`src/rtl/noc_params.sv`:
```
// noc_params: shared NoC types for routing stages
package noc_params;
  typedef enum logic [2:0] {LOCAL, NORTH, SOUTH, WEST, EAST} port_t;
  typedef enum logic {XY, YX} route_mode_t;
endpackage

```
`src/rtl/route_fn.sv`:
```
// route_fn: combinational dimension-order route with mesh range check
module route_fn
  import noc_params::*;
#(
  parameter int MESH_SIZE_X = 5,
  parameter int MESH_SIZE_Y = 5,
  localparam int XW = $clog2(MESH_SIZE_X),
  localparam int YW = $clog2(MESH_SIZE_Y)
) (
  input  logic [XW-1:0] x_dest,
  input  logic [YW-1:0] y_dest,
  input  logic [XW-1:0] x_cur,
  input  logic [YW-1:0] y_cur,
  input  route_mode_t   mode,
  output port_t         port,
  output logic          in_range
);
  port_t xp, yp;
  always_comb begin
    xp = x_dest < x_cur ? WEST : x_dest > x_cur ? EAST : LOCAL;
    yp = y_dest < y_cur ? NORTH : y_dest > y_cur ? SOUTH : LOCAL;
    port = mode == XY ? (xp != LOCAL ? xp : yp) : (yp != LOCAL ? yp : xp);
    in_range = 32'(x_dest) < MESH_SIZE_X && 32'(y_dest) < MESH_SIZE_Y;
  end
endmodule

```
`src/rtl/rc_stage.sv`:
```
// rc_stage: registered multi-VC route computation with per-VC hold and error flag
module rc_stage
  import noc_params::*;
#(
  parameter int MESH_SIZE_X = 5,
  parameter int MESH_SIZE_Y = 5,
  parameter int X_CURRENT = MESH_SIZE_X / 2,
  parameter int Y_CURRENT = MESH_SIZE_Y / 2,
  parameter int VC_NUM = 2,
  localparam int DEST_ADDR_SIZE_X = $clog2(MESH_SIZE_X),
  localparam int DEST_ADDR_SIZE_Y = $clog2(MESH_SIZE_Y),
  localparam int VC_SIZE = $clog2(VC_NUM)
) (
  input  logic                        clk,
  input  logic                        rst,
  input  logic                        head_valid_i,
  input  logic [VC_SIZE-1:0]          head_vc_i,
  input  logic [DEST_ADDR_SIZE_X-1:0] x_dest_i,
  input  logic [DEST_ADDR_SIZE_Y-1:0] y_dest_i,
  input  route_mode_t                 mode_i,
  input  logic [VC_NUM-1:0]           release_i,
  output logic [VC_NUM-1:0]           route_valid_o,
  output port_t [VC_NUM-1:0]          out_port_o,
  output logic                        err_o
);
  port_t port;
  logic in_range, vc_ok;
  logic [VC_NUM-1:0] hit, load, viol;
  route_fn #(.MESH_SIZE_X(MESH_SIZE_X), .MESH_SIZE_Y(MESH_SIZE_Y)) u_route (
    .x_dest(x_dest_i),
    .y_dest(y_dest_i),
    .x_cur(DEST_ADDR_SIZE_X'(X_CURRENT)),
    .y_cur(DEST_ADDR_SIZE_Y'(Y_CURRENT)),
    .mode(mode_i),
    .port(port),
    .in_range(in_range)
  );
  // only a non-power-of-two VC count can present an unused VC index
  if ((1 << VC_SIZE) == VC_NUM) begin : g_vc_full
    assign vc_ok = 1'b1;
  end else begin : g_vc_chk
    assign vc_ok = 32'(head_vc_i) < VC_NUM;
  end
  always_comb begin
    hit = '0;
    for (int v = 0; v < VC_NUM; v++) hit[v] = head_valid_i && vc_ok && 32'(head_vc_i) == v;
    load = hit & {VC_NUM{in_range}} & (~route_valid_o | release_i);
    viol = hit & route_valid_o & ~release_i;
  end
  always_ff @(posedge clk) begin
    if (rst) begin
      route_valid_o <= '0;
      err_o <= 1'b0;
      for (int v = 0; v < VC_NUM; v++) out_port_o[v] <= LOCAL;
    end else begin
      route_valid_o <= (route_valid_o & ~release_i) | load;
      err_o <= head_valid_i && (!vc_ok || !in_range || |viol);
      for (int v = 0; v < VC_NUM; v++) if (load[v]) out_port_o[v] <= port;
    end
  end
endmodule
```
`config.mk`:
```
export PLATFORM = sky130hd
export DESIGN_NAME = rc_stage
export DESIGN_NICKNAME = d
export VERILOG_FILES = /design/src/rtl/noc_params.sv /design/src/rtl/route_fn.sv /design/src/rtl/rc_stage.sv
export SDC_FILE = /design/constraint.sdc
export NUM_CORES = 1
export LEC_CHECK = 0
export CAP_MARGIN = 20
export CORE_AREA = 5 5 48 50
export CTS_CLUSTER_DIAMETER = 50
export DETAILED_ROUTE_END_ITERATION = 12
export DIE_AREA = 0 0 53 55
export DONT_BUFFER_PORTS = 1
export PLACE_DENSITY = 0.41
export SLEW_MARGIN = 20
export SYNTH_ARGS = -nofsm -noshare
export SYNTH_HDL_FRONTEND = slang
export SYNTH_SLANG_ARGS = --single-unit
```
`constraint.sdc`:
```
create_clock -name clk -period 2.08 [get_ports clk]
set_clock_uncertainty 0.15 [all_clocks]
set_input_delay 0.624 -clock clk [delete_from_list [all_inputs] [get_ports clk]]
set_output_delay 0.624 -clock clk [all_outputs]
set_load 0.01 [all_outputs]
```
Word level (Yosys, flattened, before mapping)
Index checks and enable logic that the tools add are counted.
{ "op_classes": {"n_lt_le_gt_ge": 6, "n_mux": 7, "bitwise": 10, "reduce_logical": 9} }
{ "op_table": {"columns": ["cell", "n"], "rows": [
  ["$mux W3", 6],
  ["$and A2 B2 Y2", 5],
  ["$gt A3 B2 Y1 const B", 2],
  ["$lt A3 B2 Y1 const B", 2],
  ["$lt A3 B3 Y1 const B", 2],
  ["$reduce_bool A3 Y1", 2],
  ["$logic_and A1 B1 Y1", 4],
  ["$not A2 Y2", 2],
  ["$or A2 B2 Y2", 2],
  ["$mux W2", 1],
  ["$reduce_or A2 Y1", 1],
  ["$logic_not A1 Y1", 1],
  ["$logic_or A1 B1 Y1", 1],
  ["$not A1 Y1", 1]
]} }
{ "totals": {"reg_bits": 9, "in_bits": 13, "out_inout_bits": 9, "wordCells": 36} }

Longest topological paths before layout
Gate-level depths: netlist of the first run.
{ "depth": {"word_depth": 7, "depth_mapped": 4, "mapped_depth_nobuf": 4} }

Hierarchy
From an unflattened synthesis of the first run, not the netlist that was laid out.
{ "unflattened": {"cells_unflattened": 73, "hier_area_um2": 626.9} }
{ "modules_own_cells": {"columns": ["mod", "instances", "cells_each", "area_per_inst_um2"], "rows": [
  ["rc_stage", 1, 41, 411.6],
  ["route_fn", 1, 32, 215.2]
]} }

Least setup slack after synthesis of the first run
No wires, ideal clock.
{ "synth_timing": {"kind": "input-to-reg", "start": "in y_dest_i[0]", "end": "reg out_port_o[0] (netlist name)", "setup_ns": 0.132, "t_arrival_ns": 1.297, "setup_slack_ns": 0.502, "cell_stages": 4, "cell_sequence": "o21ai_2 > nand4_4 > a211oi_1 > nor3_1"} }
{ "synth_via": {"elab_chain_len": 6, "word_cells_on_any_way": 12, "cone_classes": "order compare (3); mux (5); bitwise (2); reduce/logical (2)"} }
{ "synth_rtl": {"columns": ["item", "line", "source"], "rows": [
  ["start, declared", "rc_stage.sv:19", "input logic [DEST_ADDR_SIZE_Y-1:0] y_dest_i,"],
  ["$gt A3 B2 Y1", "route_fn.sv:21", "yp = y_dest < y_cur ? NORTH : y_dest > y_cur ? SOUTH : LOCAL;"],
  ["$mux W2", "route_fn.sv:21", null],
  ["$mux W3", "route_fn.sv:21", null],
  ["$reduce_bool A3 Y1", "route_fn.sv:22", "port = mode == XY ? (xp != LOCAL ? xp : yp) : (yp != LOCAL ? yp : xp);"],
  ["$mux W3 (2 in a row)", "route_fn.sv:22", null],
  ["end, declared", "rc_stage.sv:23", "output port_t [VC_NUM-1:0] out_port_o,"]
]} }
Parallel ways exist; a longest one is shown, timed or not.
A chain may end at the register's enable or synchronous reset.

Worst setup path in the final report of the first run
{ "layout_timing": {"start": "reg route_valid_o[0]", "end": "out route_valid_o[0]"} }
{ "layout_rtl": {"columns": ["item", "line", "source"], "rows": [
  ["start, declared", "rc_stage.sv:22", "output logic [VC_NUM-1:0] route_valid_o,"],
  ["start signal, assigned", "rc_stage.sv:56", "route_valid_o <= (route_valid_o & ~release_i) | load;"]
]} }
No word-level cell between the ends.

==> impl_metrics.csv, run 1 <==
group,metric,value,unit
run_status,status,"completed",
clocking,numCtsBuffers,3,
final_layout,nFillCells,192,
yosys,synth_fa_ha_area_frac,0,
routing,drtIter0Drc,7,
worst_setup_path,startpoint_type,"register",
final_layout,fin_util,0.3085,
final_layout,num_antenna_cells,0,
yosys,syn_inst,53,
floorplanning,start_util,0.2782,
global_route,antenna_found_initial,0,
worst_hold_path,hp-start,"rst",
power,ir_drop,0.2893,mV
final_layout,layout_common_cells,"9 x dfxtp_1, 5 x a21oi_1, 4 x nor2b_1, 4 x nor2_1",
timing,post-route-period-util,0.6830,
yosys,synth_area,518.0,sq um
yosys,synthXorXnorAreaFrac,0,
floorplanning,die_width,53,um
floorplanning,core_area,1862,sq um
global_route,grt_usage,0.08802,
clocking,cts_resized,0,
yosys,syn-num-nets,66,
yosys,seq_area_frac_synth,0.3478,
clocking,insertion_delay,0.26,ns
global_route,grt_max_degree,12,
worst_setup_path,rrSetupSlack,0.82,ns
timing,final_hold_viol_count,0,
floorplanning,die_h,55,um
routing,drtPass1Iterations,3,
power,leakage,0.0002034,uW
power,p_per_area,635.4,nW/um^2
worst_setup_path,timing.rr.end,"out_port_o[0]",
worst_setup_path,crit_type,"reg2out",
routing,via_count,401,
worst_setup_path,cp-end-kind,"output pin",
timing,finalSetupViolations,0,
timing,max-slew-margin-rel,0.8199,
worst_setup_path,cp_data_required_time,1.31,ns
final_layout,drive_above_1_share,0.1964,
yosys,synth_simple_gate_area_frac,0.3309,
clocking,cts_setup_buffers,0,
timing,min_period,1.421,ns
final_layout,num-nets-final,70,
clocking,cts.hold.buffers_added,0,
routing,wire_per_inst,13.36,um
timing,maxSlewViolCount,0,
floorplanning,ios,22,
clocking,htree_levels,1,
routing,viasPerCell,4.831,
yosys,synth.area.mux_share,0.06039,
clocking,clk_pin_slew,0.06,ns
clocking,cts.sinks,9,
yosys,synth_compound_area_frac,0.2464,
place,gp_congestion,0.6112,
timing,worstMarginPinSlew,0.2666,ns
flow_run,cap_violations,0,
floorplanning,rows,16,
floorplanning,dieArea,2915,sq um
yosys,syn_area_per_cell,9.774,sq um
final_layout,areaGrowthSynthToFinish,10.87,%
timing,finalSetupTns,0,ns
yosys,yosysWarnings,0,
global_route,grt-ovfl-total,0,
clocking,root_buffer,"clkbuf_4",
worst_setup_path,arrival,0.65,ns
worst_hold_path,min_path_type,"in2reg",
worst_setup_path,cp_max_fo,2,
routing,ant_nets,0,
global_route,grt_pass1_vias,410,
yosys,synth_top_family_by_area,"simple AND/OR/NAND/NOR gates",
worst_hold_path,min_to,"route_valid_o[1]",
timing,fmax,703.9,MHz
worst_hold_path,whs_path_depth,1,
yosys,yosysUniqueCellTypes,27,
global_route,grt_pass1_wl,1.780,mm
worst_setup_path,r2r-start,"route_valid_o[0]",
routing,postRouteWirelength,1.109,mm
routing,drc,0,
worst_setup_path,worstRegToRegCells,4,
timing,rsz0062_at_grt,"no",
place,portBuffers,0,
yosys,synth_seq_cells,9,
final_layout,layout_commonest_cell,"dfxtp_1",
clocking,tritoncts,"yes",
clocking,clk_path_buf_depth,2,
==> logic make-up after synthesis <==
kind of cell / Yosys count
AOI/OAI and AO/OA: 15
buffers and inverters: 2
DFF: 9
muxes: 3
and+or+nand+nor: 24
==> power by group <==
part,switching [uW],internal (uW),total [uW]
logic,22.9,22.8,45.8
registers,7.12,179,186
clock network,59.0,73.8,133
==> stage by stage <==
stage / power (uW) / setup WS (ns) / std cells / hold slack, ns / cell area [sq um]
floorplan: 231.4 / 0.5017 / 53 / 0.3538 / 518.0
global placement: 236.9 / 0.3966 / 79 / 0.3912 / 548.0
detailed placement: 236.6 / 0.4166 / 79 / 0.3821 / 548.0
CTS: 374.6 / 0.6489 / 83 / 0.2660 / 574.3
global route: 390.5 / 0.6103 / 83 / 0.2547 / 574.3
finish: 364.9 / 0.6594 / 83 / 0.2777 / 574.3
==> per-layer routing <==
layer / track usage / vias to the layer above / share of wire
met1: 0.1031 / 184 / 0.45
li1: - / 202 / -
met5: 0 / - / 0
met4: 0.06383 / 0 / 0.013
met2: 0.1198 / 13 / 0.41
met3: 0.04826 / 2 / 0.12
==> state kept, by name (all words and copies together) (netlist names) <==
name	cells
err_o	1
out_port_o	6
route_valid_o	2
==> worst reg2reg max path, delay by kind of cell (launching register included) <==
family	cells	cell delay, ns
AOI/OAI and AO/OA	1	0.25
DFF	1	0.35
and+or+nand+nor	3	0.40
==> how the worst max path moves through the flow <==
stage / startpoint / to / slack, ns / depth (start not counted)
floorplan: y_dest_i[0] / out_port_o[0] / 0.50 / 4
global placement: y_dest_i[0] / out_port_o[0] / 0.40 / 4
detailed placement: y_dest_i[0] / out_port_o[0] / 0.42 / 4
CTS: out_port_o[3] / out_port_o[3] / 0.65 / 0
global route: out_port_o[1] / out_port_o[1] / 0.61 / 0
finish: route_valid_o[0] / route_valid_o[0] / 0.66 / 0
==> synth_stat cells <==
| library cell | n | share of area |
|---|---|---|
| inv_1 | 1 | 0.0072 |
| a21oi_1 | 5 | 0.048 |
| o32ai_2 | 1 | 0.031 |
| mux2_2 | 1 | 0.022 |
| nand2b_1 | 3 | 0.036 |
| dfxtp_1 | 9 | 0.35 |
| o41ai_1 | 1 | 0.017 |
| o21ai_0 | 1 | 0.0097 |
| mux2i_1 | 2 | 0.039 |
| nand3b_1 | 3 | 0.043 |
| a21oi_2 | 1 | 0.017 |
| nor2_1 | 4 | 0.029 |
| o21a_1 | 1 | 0.014 |
| or2b_1 | 1 | 0.014 |
| nand2_1 | 2 | 0.014 |
| o21ai_4 | 1 | 0.031 |
| o21ai_2 | 1 | 0.017 |
| nor3_1 | 2 | 0.019 |
| clkbuf_1 | 1 | 0.0072 |
| o41ai_2 | 1 | 0.031 |
| nand4b_4 | 1 | 0.046 |
| nor2b_1 | 4 | 0.048 |
| or3b_1 | 1 | 0.017 |
| nand3_1 | 1 | 0.0097 |
| and2_1 | 1 | 0.012 |
| a211oi_1 | 2 | 0.029 |
| nand4_4 | 1 | 0.041 |
==> final cells by class <==
cell class                      count  area, sq um  area share
Inverter                            1        3.754    0.006536
Sequential cell                     9        180.2      0.3137
Clock buffer                        4        26.28     0.04575
Tap cell                           27        33.78     0.05882
Multi-Input combinational cell     42        330.3      0.5752
No activity file was read; power rests on OpenSTA's default activity.
==> inputs of run 2 (changes only) <==
--- a/config.mk
+++ b/config.mk
@@ -11,7 +11,7 @@
 export DETAILED_ROUTE_END_ITERATION = 12
 export DIE_AREA = 0 0 53 55
 export DONT_BUFFER_PORTS = 1
-export PLACE_DENSITY = 0.41
+export PLACE_DENSITY = 0.43
 export SLEW_MARGIN = 20
 export SYNTH_ARGS = -nofsm -noshare
 export SYNTH_HDL_FRONTEND = slang
==> constraint.sdc (replaced) <==
create_clock -name clk -period 1.25 [get_ports clk]
set_clock_uncertainty 0.15 [all_clocks]
set_input_delay 0.375 -clock clk [delete_from_list [all_inputs] [get_ports clk]]
set_output_delay 0.375 -clock clk [all_outputs]
set_load 0.01 [all_outputs]
==> run 2 against run 1 <==
Non-clock buffer count is 3 higher. Hold slack worse by 0.26 ns. Global-route usage is 0.22 points higher. Combinational power is 96% higher. Critical endpoint is now route_valid_o[1]. Largest power group unchanged. Worst setup slack worse by 0.65 ns. Power is 70% higher. Sequential power is 67% higher. Cell count is 3.6% higher. Die area stayed put.
==> impl_metrics.csv, run 2 (synthesized netlist as in run 1, its figures left out) <==
group,metric,value,unit
routing,via_count,413,
timing,finalSetupViolations,0,
clocking,cts.hold.buffers_added,0,
clocking,cts_setup_buffers,0,
worst_setup_path,startpoint_type,"register",
worst_setup_path,worstRegToRegCells,3,
floorplanning,dieArea,2915,sq um
clocking,numCtsBuffers,3,
final_layout,layout_commonest_cell,"dfxtp_1",
power,leakage,0.0002307,uW
floorplanning,ios,22,
worst_setup_path,cp-startpoint,"route_valid_o[1]",
final_layout,largest_register,"out_port_o",
timing,finalSetupTns,0,ns
floorplanning,core_area,1862,sq um
clocking,tritoncts,"yes",
power,p_per_area,984.0,nW/um^2
place,dp_slack,-0.1057,ns
worst_setup_path,cp_max_fo,2,
clocking,clk_path_buf_depth,2,
timing,fin_ws,0.006208,ns
worst_setup_path,crit_path_max_incr_delay,0.36,ns
final_layout,ff_latch_area,182.7,sq um
floorplanning,die_h,55,um
worst_setup_path,crit_family,"flip-flops",
worst_setup_path,slowest_stage,"dfxtp_2",
worst_setup_path,cp-end-kind,"output pin",
final_layout,nFillCells,207,
routing,drc,0,
routing,drtIter0Drc,2,
worst_setup_path,cp_data_required_time,0.73,ns
worst_setup_path,rrSetupSlack,0.06,ns
worst_setup_path,crit_cells,1,
timing,post-route-period-util,0.9950,
clocking,cts.sinks,9,
worst_hold_path,hp-start,"rst",
timing,rsz0062_at_grt,"yes",
timing,worstMarginPinSlew,0.3033,ns
place,gp_congestion,0.6768,
timing,max-slew-margin-rel,0.7978,
final_layout,layout_common_cells,"7 x dfxtp_1, 5 x a21oi_1, 4 x nor2_1",
run_status,status,"completed",
routing,viasPerCell,4.802,
timing,fmax,804.0,MHz
final_layout,largest_reg_flops,6,
worst_setup_path,crit_end,"route_valid_o[1]",
clocking,htree_levels,1,
global_route,antenna_found_initial,0,
final_layout,design_area,630.6,sq um
floorplanning,die_width,53,um
global_route,grt_usage,0.09024,
clocking,root_buffer,"clkbuf_4",
worst_setup_path,arrival,0.72,ns
final_layout,reg_top3,"out_port_o: 6 flops, route_valid_o: 2 flops, err_o: 1 flops",
worst_setup_path,crit_type,"reg2out",
worst_setup_path,timing.rr.end,"out_port_o[1]",
global_route,grt_pass1_wl,1.787,mm
timing,maxSlewViolCount,0,
floorplanning,rows,16,
routing,drtPass1Iterations,3,
worst_setup_path,r2r-start,"route_valid_o[0]",
final_layout,num-nets-final,73,
global_route,grt-ovfl-total,0,
routing,postRouteWirelength,1.147,mm
clocking,insertion_delay,0.26,ns
clocking,clk_pin_slew,0.06,ns
final_layout,areaGrowthSynthToFinish,21.74,%
routing,ant_nets,0,
clocking,cts_resized,1,
global_route,grt_max_degree,12,
final_layout,drive_above_1_share,0.3390,
worst_setup_path,critPathBufInv,1,
worst_hold_path,min_path_type,"in2reg",
place,portBuffers,0,
final_layout,num_antenna_cells,0,
timing,final_hold_viol_count,0,
place,placed_area,585.6,sq um
routing,wire_per_inst,13.34,um
final_layout,fin_util,0.3387,
timing,min_period,1.244,ns
flow_run,cap_violations,0,
floorplanning,start_util,0.2782,
power,ir_drop,0.4038,mV
worst_setup_path,crit_path_cell_trace,"buf_6",
place,place_hpwl,914.8,um
final_layout,multi_input_area,357.8,sq um
global_route,grt_pass1_vias,429,
run 2: cell count changes in the layout (fill, tap and decap cells not counted), sizes merged:
cell	change
buf	+3
run 2: how the worst min path moves through the flow:
stage	end	slack (ns)	cells past startpoint
2_1_floorplan	out_port_o[4]	0.35	2
5_1_grt	route_valid_o[1]	0.005	1
3_5_place_dp	route_valid_o[1]	0.30	1
3_3_place_gp	route_valid_o[1]	0.30	1
4_1_cts	route_valid_o[0]	0.01	1
6_report	route_valid_o[1]	0.02	1
run 2: area by class of cell:
class	instances	share of cell area
Multi-Input combinational cell	42	0.5675
Sequential cell	9	0.2897
Tap cell	27	0.05357
Clock buffer	4	0.04167
Timing Repair Buffer	3	0.04167
Inverter	1	0.005952
run 2: routing by layer:
metal,global-route usage,vias to the layer above,share of wire
met5,0,-,0
met4,0.07660,0,0
met3,0.04826,0,0.12
met2,0.1302,15,0.45
met1,0.09646,188,0.42
li1,-,210,-
run 2: stage by stage:
| stage | total power, uW | instances | hold slack (ns) |
|---|---|---|---|
| floorplan | 388.5 | 53 | 0.3538 |
| global placement | 403.5 | 82 | 0.2971 |
| detailed placement | 403.0 | 82 | 0.2972 |
| CTS | 630.1 | 86 | 0.01266 |
| global route | 654.7 | 86 | 0.005067 |
| finish | 620.5 | 86 | 0.01991 |
run 2: power breakdown:
part	leakage (uW)	internal, uW	switching [uW]	total, uW
clock network	0.0000150	123	97.6	220
logic	0.000142	47.9	41.7	89.6
registers	0.0000741	299	11.7	310
